--- config.mk ---
export PLATFORM = sky130hd
export DESIGN_NAME = apb2axi_bridge
export DESIGN_NICKNAME = d
export VERILOG_FILES = /design/src/rtl/axi_apb_pkg.sv /design/src/rtl/apb2axi_bridge.sv
export SDC_FILE = /design/constraint.sdc
export NUM_CORES = 1
export LEC_CHECK = 0
export ABC_AREA = 1
export ABC_CLOCK_PERIOD_IN_PS = 4550
export CAP_MARGIN = 20
export CELL_PAD_IN_SITES_DETAIL_PLACEMENT = 2
export CELL_PAD_IN_SITES_GLOBAL_PLACEMENT = 2
export CORE_AREA = 2 2 168 170
export CTS_CLUSTER_SIZE = 8
export DETAILED_ROUTE_END_ITERATION = 6
export DIE_AREA = 0 0 170 172
export MAX_ROUTING_LAYER = met4
export PLACE_DENSITY = 0.9
export SLEW_MARGIN = 20
export SYNTH_ARGS = -nofsm -noshare
export SYNTH_HDL_FRONTEND = slang
export SYNTH_SLANG_ARGS = --single-unit
--- constraint.sdc ---
create_clock -name ACLK -period 4.55 [get_ports ACLK]
set_clock_uncertainty 0.15 [all_clocks]
set_input_delay 0.91 -clock ACLK [delete_from_list [all_inputs] [get_ports ACLK]]
set_output_delay 0.91 -clock ACLK [all_outputs]
set_load 0.05 [all_outputs]
--- src/rtl/axi_apb_pkg.sv ---
// ----------------------------------------------------------------------------
// axi_apb_pkg
//  Shared definitions for the APB/AXI bridge family: AXI response and burst
//  encodings plus the state type of the APB->AXI bridge FSM.
//  No ports (package).
// ----------------------------------------------------------------------------
package axi_apb_pkg;

  localparam logic [1:0] RESP_OKAY   = 2'b00;
  localparam logic [1:0] RESP_EXOKAY = 2'b01;
  localparam logic [1:0] RESP_SLVERR = 2'b10;
  localparam logic [1:0] RESP_DECERR = 2'b11;

  localparam logic [1:0] BURST_INCR  = 2'b01;

  typedef enum logic [2:0] {
    ST_IDLE = 3'd0,
    ST_WR   = 3'd1,
    ST_WR_B = 3'd2,
    ST_RD_A = 3'd3,
    ST_RD_R = 3'd4,
    ST_DONE = 3'd5
  } apb2axi_state_e;

  // Error-class responses (SLVERR/DECERR) share bit 1.
  function automatic logic resp_is_err(input logic [1:0] resp);
    return resp[1];
  endfunction

endpackage

--- src/rtl/apb2axi_bridge.sv ---
// ----------------------------------------------------------------------------
// apb2axi_bridge
//  APB completer -> AXI4 single-beat manager. Every APB transfer is turned
//  into exactly one AXI4 write (AW+W then B) or read (AR then R); the APB
//  access phase is held with PREADY low until the AXI side responds. Only one
//  transaction is ever in flight and nothing is buffered.
//
//  Optional feature: define APB2AXI_PSTRB_EN to add the PSTRB port (APB4
//  byte strobes forwarded to WSTRB_o). Without it WSTRB_o is all ones.
//
//  Ports
//   ACLK, ARESET             clock (rising edge), async active-high reset
//   PSEL/PENABLE/PWRITE      APB control
//   PADDR, PWDATA, [PSTRB]   APB request payload
//   PRDATA, PREADY, PSLVERR  APB completion (PRDATA registered)
//   AW*_o / AWREADY_i        AXI write address channel
//   W*_o  / WREADY_i         AXI write data channel
//   B*_i  / BREADY_o         AXI write response channel
//   AR*_o / ARREADY_i        AXI read address channel
//   R*_i  / RREADY_o         AXI read data channel
// ----------------------------------------------------------------------------
module apb2axi_bridge
  import axi_apb_pkg::*;
#(
  parameter int          APB_ADDR_WIDTH     = 32,
  parameter int          AXI4_ADDRESS_WIDTH = 32,
  parameter int          AXI4_DATA_WIDTH    = 32,
  parameter int          AXI4_ID_WIDTH      = 16,
  parameter int          AXI_ID             = 0,
  parameter logic [2:0]  AXI_PROT           = 3'b000
) (
  input  logic                            ACLK,
  input  logic                            ARESET,

  input  logic                            PSEL,
  input  logic                            PENABLE,
  input  logic                            PWRITE,
  input  logic [APB_ADDR_WIDTH-1:0]       PADDR,
  input  logic [AXI4_DATA_WIDTH-1:0]      PWDATA,
`ifdef APB2AXI_PSTRB_EN
  input  logic [AXI4_DATA_WIDTH/8-1:0]    PSTRB,
`endif
  output logic [AXI4_DATA_WIDTH-1:0]      PRDATA,
  output logic                            PREADY,
  output logic                            PSLVERR,

  output logic [AXI4_ID_WIDTH-1:0]        AWID_o,
  output logic [AXI4_ADDRESS_WIDTH-1:0]   AWADDR_o,
  output logic [7:0]                      AWLEN_o,
  output logic [2:0]                      AWSIZE_o,
  output logic [1:0]                      AWBURST_o,
  output logic [2:0]                      AWPROT_o,
  output logic                            AWVALID_o,
  input  logic                            AWREADY_i,

  output logic [AXI4_DATA_WIDTH-1:0]      WDATA_o,
  output logic [AXI4_DATA_WIDTH/8-1:0]    WSTRB_o,
  output logic                            WLAST_o,
  output logic                            WVALID_o,
  input  logic                            WREADY_i,

  input  logic [AXI4_ID_WIDTH-1:0]        BID_i,
  input  logic [1:0]                      BRESP_i,
  input  logic                            BVALID_i,
  output logic                            BREADY_o,

  output logic [AXI4_ID_WIDTH-1:0]        ARID_o,
  output logic [AXI4_ADDRESS_WIDTH-1:0]   ARADDR_o,
  output logic [7:0]                      ARLEN_o,
  output logic [2:0]                      ARSIZE_o,
  output logic [1:0]                      ARBURST_o,
  output logic [2:0]                      ARPROT_o,
  output logic                            ARVALID_o,
  input  logic                            ARREADY_i,

  input  logic [AXI4_ID_WIDTH-1:0]        RID_i,
  input  logic [AXI4_DATA_WIDTH-1:0]      RDATA_i,
  input  logic [1:0]                      RRESP_i,
  input  logic                            RLAST_i,
  input  logic                            RVALID_i,
  output logic                            RREADY_o
);

  localparam logic [2:0] AXSIZE = 3'($clog2(AXI4_DATA_WIDTH / 8));

  apb2axi_state_e                  state, state_n;
  logic [AXI4_ADDRESS_WIDTH-1:0]   addr_q;
  logic [AXI4_DATA_WIDTH-1:0]      wdata_q;
  logic [AXI4_DATA_WIDTH-1:0]      rdata_q;
  logic                            aw_done, w_done;
  logic                            err_q;
  logic                            aw_fire, w_fire;
  logic                            apb_setup;
`ifdef APB2AXI_PSTRB_EN
  logic [AXI4_DATA_WIDTH/8-1:0]    strb_q;
`endif

  // IDs, last-beat and the odd response bit are deliberately not checked.
  logic unused_inputs;
  assign unused_inputs = ^{BID_i, RID_i, RLAST_i, BRESP_i[0], RRESP_i[0]};

  assign apb_setup = PSEL && !PENABLE;

  // Valids/readies decode straight from registered state, so they are glitch
  // free and drop in the same cycle ARESET rises.
  assign AWVALID_o = (state == ST_WR) && !aw_done;
  assign WVALID_o  = (state == ST_WR) && !w_done;
  assign BREADY_o  = (state == ST_WR_B);
  assign ARVALID_o = (state == ST_RD_A);
  assign RREADY_o  = (state == ST_RD_R);
  assign PREADY    = (state == ST_DONE);
  assign PSLVERR   = (state == ST_DONE) && err_q;
  assign PRDATA    = rdata_q;

  assign aw_fire = AWVALID_o && AWREADY_i;
  assign w_fire  = WVALID_o  && WREADY_i;

  assign AWID_o    = AXI4_ID_WIDTH'(AXI_ID);
  assign AWADDR_o  = addr_q;
  assign AWLEN_o   = 8'd0;
  assign AWSIZE_o  = AXSIZE;
  assign AWBURST_o = BURST_INCR;
  assign AWPROT_o  = AXI_PROT;

  assign WDATA_o   = wdata_q;
  assign WLAST_o   = 1'b1;
`ifdef APB2AXI_PSTRB_EN
  assign WSTRB_o   = strb_q;
`else
  assign WSTRB_o   = '1;
`endif

  assign ARID_o    = AXI4_ID_WIDTH'(AXI_ID);
  assign ARADDR_o  = addr_q;
  assign ARLEN_o   = 8'd0;
  assign ARSIZE_o  = AXSIZE;
  assign ARBURST_o = BURST_INCR;
  assign ARPROT_o  = AXI_PROT;

  always_comb begin
    state_n = state;
    case (state)
      ST_IDLE: if (apb_setup) state_n = PWRITE ? ST_WR : ST_RD_A;
      // AW and W complete independently; leave once both have been seen,
      // counting a handshake happening this very cycle.
      ST_WR:   if ((aw_done || aw_fire) && (w_done || w_fire)) state_n = ST_WR_B;
      ST_WR_B: if (BVALID_i)  state_n = ST_DONE;
      ST_RD_A: if (ARREADY_i) state_n = ST_RD_R;
      ST_RD_R: if (RVALID_i)  state_n = ST_DONE;
      ST_DONE: state_n = ST_IDLE;
      default: state_n = ST_IDLE;
    endcase
  end

  always_ff @(posedge ACLK or posedge ARESET) begin
    if (ARESET) begin
      state   <= ST_IDLE;
      addr_q  <= '0;
      wdata_q <= '0;
      rdata_q <= '0;
      aw_done <= 1'b0;
      w_done  <= 1'b0;
      err_q   <= 1'b0;
`ifdef APB2AXI_PSTRB_EN
      strb_q  <= '0;
`endif
    end else begin
      state <= state_n;
      case (state)
        ST_IDLE: begin
          if (apb_setup) begin
            addr_q  <= AXI4_ADDRESS_WIDTH'(PADDR);
            wdata_q <= PWDATA;
`ifdef APB2AXI_PSTRB_EN
            strb_q  <= PSTRB;
`endif
            aw_done <= 1'b0;
            w_done  <= 1'b0;
            err_q   <= 1'b0;
          end
        end
        ST_WR: begin
          if (aw_fire) aw_done <= 1'b1;
          if (w_fire)  w_done  <= 1'b1;
        end
        ST_WR_B: begin
          if (BVALID_i) err_q <= resp_is_err(BRESP_i);
        end
        ST_RD_R: begin
          if (RVALID_i) begin
            rdata_q <= RDATA_i;
            err_q   <= resp_is_err(RRESP_i);
          end
        end
        default: ;
      endcase
    end
  end

endmodule

==> results of run 1 <==
synthesized netlist by cell type, drive strengths merged:
master    n
nor2      8
a21oi     3
nand4     3
inv      17
nand3    38
buf     122
nor3      2
dfrtp   102
and3      1
conb      2
clkbuf    3
nand2   277
o21ai     2
worst max-delay path: cells and delay by family, from the launching register on:
family,cells,cell delay [ns]
buf+inv,2,1.43
flops,1,0.49
simple gates,2,0.29
kinds of logic after synthesis:
family	synth area share
compound gates	0.00514
flops	0.524
other cells	0.00154
buf+inv	0.200
simple gates	0.270
through the flow:
step | utilization | worst slack, ns
final | 0.269 | 0.906
after global placement | 0.259 | 1.31
after CTS | 0.269 | 0.847
after detailed placement | 0.259 | 1.26
after global routing | 0.269 | 0.709
after floorplan | - | 0.815
layout by cell type, fill, tap and decap left out, drive strengths merged, types with 8 or more instances in the layout:
master	n
nand2	277
clkbuf	10
inv	19
conb	69
nand3	38
nor2	8
dfrtp	102
clkdlybuf4s50	242
cell type report:
class | instances | area (µm²)
Inverter | 17 | 68.8
Clock inverter | 6 | 52.6
Clock buffer | 10 | 239
Tap cell | 346 | 433
Sequential cell | 102 | 2550
Timing Repair Buffer | 245 | 2460
Multi-Input combinational cell | 403 | 1600
Fill cell | 3119 | 20100
worst min path at each step:
stage / end / slack (ns) / cells past startpoint
2_1_floorplan: err_q / 0.30 / 2
3_3_place_gp: PRDATA[18] / 0.30 / 2
3_5_place_dp: PRDATA[10] / 0.31 / 2
4_1_cts: PRDATA[10] / 0.33 / 2
5_1_grt: WDATA_o[3] / 0.35 / 2
6_report: WDATA_o[23] / 0.32 / 2
routing by layer:
| metal | track usage | up-vias |
|---|---|---|
| met3 | 0.0398 | 13 |
| met4 | 0.0301 | 0 |
| li1 | - | 1990 |
| met1 | 0.134 | 2096 |
| met2 | 0.215 | 223 |
| met5 | - | - |
power groups by stage:
stage / sequential [µW] / combinational (µW) / clock [µW]
final: 1640 / 4070 / 803
after global routing: 1700 / 4300 / 882
after CTS: 1650 / 4120 / 848
after detailed placement: 1670 / 4110 / 0
after global placement: 1630 / 4010 / 0
after floorplan: 3020 / 1470 / 0
registers in the layout (all words and copies together), names as in the netlist:
name,cells
state,3
aw_done,1
err_q,1
ARADDR_o,32
WDATA_o,32
w_done,1
PRDATA,32
==> results by group, run 1 <==
Min path
  • Worst hold path class: flip-flop to flip-flop
  • Hold path startpoint: WDATA_o[23]

STA
  • RSZ-0062 raised after global routing: no
  • Final hold violations: 0
  • Slew HR: 0.472
  • Min Tclk post-route: ~3.6 ns
  • Final Cycle Share: 0.801
  • Final setup vio count: 0
  • Hold slack: approximately 0.32 ns
  • Worst Max-Slew Pin Slew: 0.792 ns
  • Peak Freq: 0.274 GHz
  • Slew Viols, Final: 0
  • Setup_tns: 0 ns

Yosys
  • Synth Area per Inst: approximately 8.4 µm²
  • Post-synthesis sequential area ratio: 0.524
  • Distinct cells, synth: 19
  • Share of the synthesized area in the top cell type: 0.524
  • Syn. warnings: 0
  • Mapped Area: between 4000 and 5000 µm²
  • Post-Synthesis Cells: between 500 and 600
  • Top post-synthesis cells by area: dfrtp_1 52%, nand2_1 21%, buf_4 16%
  • Number of synthesized register bits: slightly above 100
  • Area leader, netlist: dfrtp_1

Worst setup path
  • Critical path fanouts, max: 35
  • Reg2reg setup slack: ~2.1 ns
  • Worst setup EP type: primary output
  • R2r endpoint: PRDATA[25]
  • Crit path to: RREADY_o
  • Crit path max-delay cell type: clkdlybuf4s50_1
  • CP peak stage delay: ~0.93 ns
  • Critical-path cell list: nor2_1 -> nand2_1 -> inv_2 -> clkdlybuf4s50_1
  • Worst r2r src: state[1]
  • Worst Path Arrival: ~2.6 ns
  • Crit start category: flip-flop
  • CP startpoint: state[1]
  • Required time of the worst setup path: approximately 3.5 ns
  • Crit Path Category: flip-flop to primary output
  • R2R cell count: 6

Clock tree
  • CTS resizes: 0
  • Longest Clk Path Bufs: 2
  • Worst-Skew Late Latency: about 0.35 ns
  • TritonCTS Buffers: 9
  • Postcts setup bufs: 0
  • Total clock sinks: approximately 100
  • CTS tree: yes
  • H-tree levels: 3
  • CTS clk-pin slew, worst paths: ~0.08 ns
  • Cts hold-fix bufs: 0
  • Clk root buf: clkbuf_16

Power and ir drop
  • Internal: roughly 3000 µW
  • Pwr dens: 880 nW/µm²
  • P_sw: between 3000 and 4000 µW
  • Sequential power share: 0.252
  • Clk network pwr share: 0.123
  • Lkg Pwr: roughly 0.0036 µW
  • Net Sw Frac: 0.550
  • Worst vdd ir: 337 µV
  • Comb power frac: 0.625
  • Total power: between 6000 and 7000 µW

Placed design
  • Routability Congestion: around 0.73
  • IO Port Bufs: 242
  • DPL Wire Length: roughly 13000 µm
  • Cell count after placement: ~1100
  • Placed inst area: 7110 µm²

Global routing
  • Vias in the first global route: roughly 4700
  • Initial antenna violation count: 0
  • Grt ovf: 0
  • Global-route usage over all layers: 0.122
  • First-pass GRT wire length: about 27000 µm
  • Pin count of the biggest net entering global routing: 67

Floorplanning
  • Area of the core: 27500 µm²
  • Initial Util: 0.177
  • Die Y: ~170 µm
  • FP Rows: between 60 and 70
  • Die area: 29200 µm²
  • Io pins: roughly 350
  • Chip width: 170 µm

Outcome
  • Outcome: complete, no violations

Layout
  • Final net count: approximately 900
  • Layout cells sized above 1: 0.0332
  • # diodes: 0
  • Area growth syn-to-layout: 51.9%
  • Post-route insts no fill: between 1000 and 1500
  • Finished layout cell area: roughly 7400 µm²

Drt
  • Met2 wire len: between 8000 and 9000 µm
  • Final WL: between 15000 and 20000 µm
  • Via/cell ratio: about 3.8
  • Max Used Layer: met4
  • Wirelength per Cell: 15.4 µm
  • Metal-1 WL: between 6000 and 7000 µm
  • Post-route ant nets: 0
  • DRC viols: 0
  • DRT Pass-1 Iters: 4
  • Vias: 4322
  • Metal3 WL: roughly 1600 µm
  • Starting DRT DRC Count: 189

Job
  • # Max-Cap Violations: 0
Note: power is estimated with default switching activity, not from simulation.
==> run 2: changes to the inputs <==
--- a/config.mk
+++ b/config.mk
@@ -6,7 +6,7 @@
 export NUM_CORES = 1
 export LEC_CHECK = 0
 export ABC_AREA = 1
-export ABC_CLOCK_PERIOD_IN_PS = 4550
+export ABC_CLOCK_PERIOD_IN_PS = 3400
 export CAP_MARGIN = 20
 export CELL_PAD_IN_SITES_DETAIL_PLACEMENT = 2
 export CELL_PAD_IN_SITES_GLOBAL_PLACEMENT = 2
==> constraint.sdc (replaced) <==
create_clock -name ACLK -period 3.4 [get_ports ACLK]
set_clock_uncertainty 0.15 [all_clocks]
set_input_delay 0.68 -clock ACLK [delete_from_list [all_inputs] [get_ports ACLK]]
set_output_delay 0.68 -clock ACLK [all_outputs]
set_load 0.05 [all_outputs]
==> run 2 against run 1 <==
Worst setup slack got worse by 0.56 ns. Sequential power rose by 35%. Flip-flop and latch count did not move. Register-to-register slack got worse by 0.98 ns. Final area rose by 0.71%. Sequential share of layout area fell by 0.24 points. Clock-buffer cell count did not move. Total power rose by 35%. Highest routed layer unchanged.
==> results by group, run 2 (synthesis results as in run 1) <==
Drt
  • DRC viols: 0
  • Final WL: about 17000 µm
  • Via/cell ratio: roughly 3.8
  • Wirelength per Cell: about 15 µm
  • DRT Pass-1 Iters: 4
  • Vias: approximately 4300
  • Starting DRT DRC Count: 159
  • Post-route ant nets: 0

Power and ir drop
  • Net Sw Frac: 0.539
  • Clk network pwr share: 0.131
  • Lkg Pwr: roughly 0.0036 µW
  • Pwr dens: 1180 nW/µm²
  • Total power: between 8000 and 9000 µW
  • P_sw: ~4700 µW
  • Comb power frac: 0.618
  • Worst vdd ir: around 300 µV
  • Internal: between 4000 and 5000 µW
  • Sequential power share: 0.250

Layout
  • Final net count: approximately 900
  • Most common cell after layout, fill and taps aside: nand2_1
  • Commonest non-fill, non-tap cells in the layout: 276 x nand2_1, 242 x clkdlybuf4s50_1, 102 x dfrtp_1, 69 x conb_1, 38 x nand3_1
  • Area growth syn-to-layout: 53.0%
  • Filler cell count: ~3100
  • Final core occ: 0.271
  • Layout cells sized above 1: 0.0357
  • Finished layout cell area: around 7500 µm²

Floorplanning
  • Chip width: roughly 170 µm
  • Die area: approximately 30000 µm²
  • Io pins: between 300 and 400
  • Initial Util: 0.177
  • FP Rows: 61
  • Area of the core: ~27000 µm²
  • Die Y: 172 µm

STA
  • Slew HR: 0.384
  • Worst Max-Slew Pin Slew: roughly 0.9 ns
  • Final Cycle Share: 0.898
  • Setup_tns: 0 ns
  • Final setup vio count: 0
  • Final hold violations: 0
  • RSZ-0062 raised after global routing: no
  • Min Tclk post-route: about 3.1 ns
  • Peak Freq: ~0.33 GHz
  • Slew Viols, Final: 0

Clock tree
  • CTS tree: yes
  • TritonCTS Buffers: 9
  • H-tree levels: 3
  • Worst-Skew Late Latency: around 0.35 ns
  • Total clock sinks: approximately 100
  • Clk root buf: clkbuf_16
  • Cts hold-fix bufs: 0
  • CTS clk-pin slew, worst paths: 0.07 ns
  • Postcts setup bufs: 0
  • CTS resizes: 0
  • Longest Clk Path Bufs: 2

Outcome
  • Outcome: complete, no violations

Job
  • # Max-Cap Violations: 0

Worst setup path
  • Critical path fanouts, max: 5
  • Required time of the worst setup path: 2.57 ns
  • Crit start category: flip-flop
  • CP startpoint: state[0]
  • Worst r2r src: state[1]
  • Worst Path Arrival: approximately 2.2 ns
  • Worst setup EP type: primary output
  • Crit Path Category: flip-flop to primary output

Min path
  • Worst hold path class: flip-flop to flip-flop
  • Hold path startpoint: WDATA_o[21]

Global routing
  • Grt ovf: 0
  • Met1 usage: 0.131
  • Global-route usage over all layers: 0.121
  • Vias in the first global route: 4637
  • GRT met3 Usage: 0.0485
  • GR Util met2: 0.206
  • Grt peak-use layer: met2
  • Initial antenna violation count: 1
  • Pin count of the biggest net entering global routing: slightly above 100
  • First-pass GRT wire length: ~26000 µm

Placed design
  • DPL Wire Length: 13200 µm
  • Routability Congestion: about 0.72
  • IO Port Bufs: about 240
  • Placed inst area: between 7000 and 8000 µm²
## run 2: changes by cell type in the layout (fill, tap and decap cells not counted), sizes merged
| cell | before | now |
|---|---|---|
| bufinv | 0 | 2 |
| clkinv | 2 | 1 |
| inv | 19 | 17 |
| diode | 0 | 1 |
| buf | 3 | 6 |
## run 2: routing by layer
layer / up-vias / routed length, µm
met5: - / 0
met4: 0 / 204
met3: 9 / 1790
met2: 224 / 8470
met1: 2108 / 6800
li1: 1998 / -
## run 2: critical path: stages (launching register included)
cell and delay [ns]:
dfrtp_1 0.46, inv_1 0.13, nor2_2 0.20, nand2_1 0.14, nor2_1 0.13, clkdlybuf4s50_1 0.81
## run 2: final timing paths
path | to | slack (ns) | cells past startpoint
max | AWVALID_o | 0.35 | 5
min | WDATA_o[21] | 0.32 | 2
max reg2reg | PRDATA[30] | 1.10 | 7
min reg2reg | WDATA_o[21] | 0.32 | 2
max in group asynchronous | ARADDR_o[31] | 1.93 | 3
min in group asynchronous | PRDATA[9] | 0.69 | 3
## run 2: power by group through the flow
| stage | registers (µW) | clock network [µW] | logic, µW |
|---|---|---|---|
| 4_1_cts | 2220 | 1220 | 5510 |
| 6_report | 2210 | 1160 | 5450 |
| 3_5_place_dp | 2240 | 0 | 5500 |
| 2_1_floorplan | 4050 | 0 | 1970 |
| 3_3_place_gp | 2180 | 0 | 5380 |
| 5_1_grt | 2290 | 1270 | 5750 |
## run 2: layout make-up
cell class / instances / area (µm²) / area share
Antenna cell: 1 / 2.50 / 0.000336
Multi-Input combinational cell: 403 / 1600 / 0.215
Clock inverter: 5 / 81.3 / 0.0109
Timing Repair Buffer: 248 / 2480 / 0.333
Inverter: 17 / 67.6 / 0.00906
Clock buffer: 10 / 239 / 0.0321
Tap cell: 346 / 433 / 0.0581
Sequential cell: 102 / 2550 / 0.342
## run 2: per-stage QoR
| step | cells | setup WS (ns) | hold slack (ns) |
|---|---|---|---|
| 2_1_floorplan | 647 | 0.955 | 0.296 |
| 6_report | 1132 | 0.348 | 0.321 |
| 3_5_place_dp | 1116 | 0.594 | 0.310 |
| 3_3_place_gp | 1116 | 0.596 | 0.303 |
| 4_1_cts | 1131 | 0.303 | 0.326 |
| 5_1_grt | 1132 | 0.181 | 0.352 |
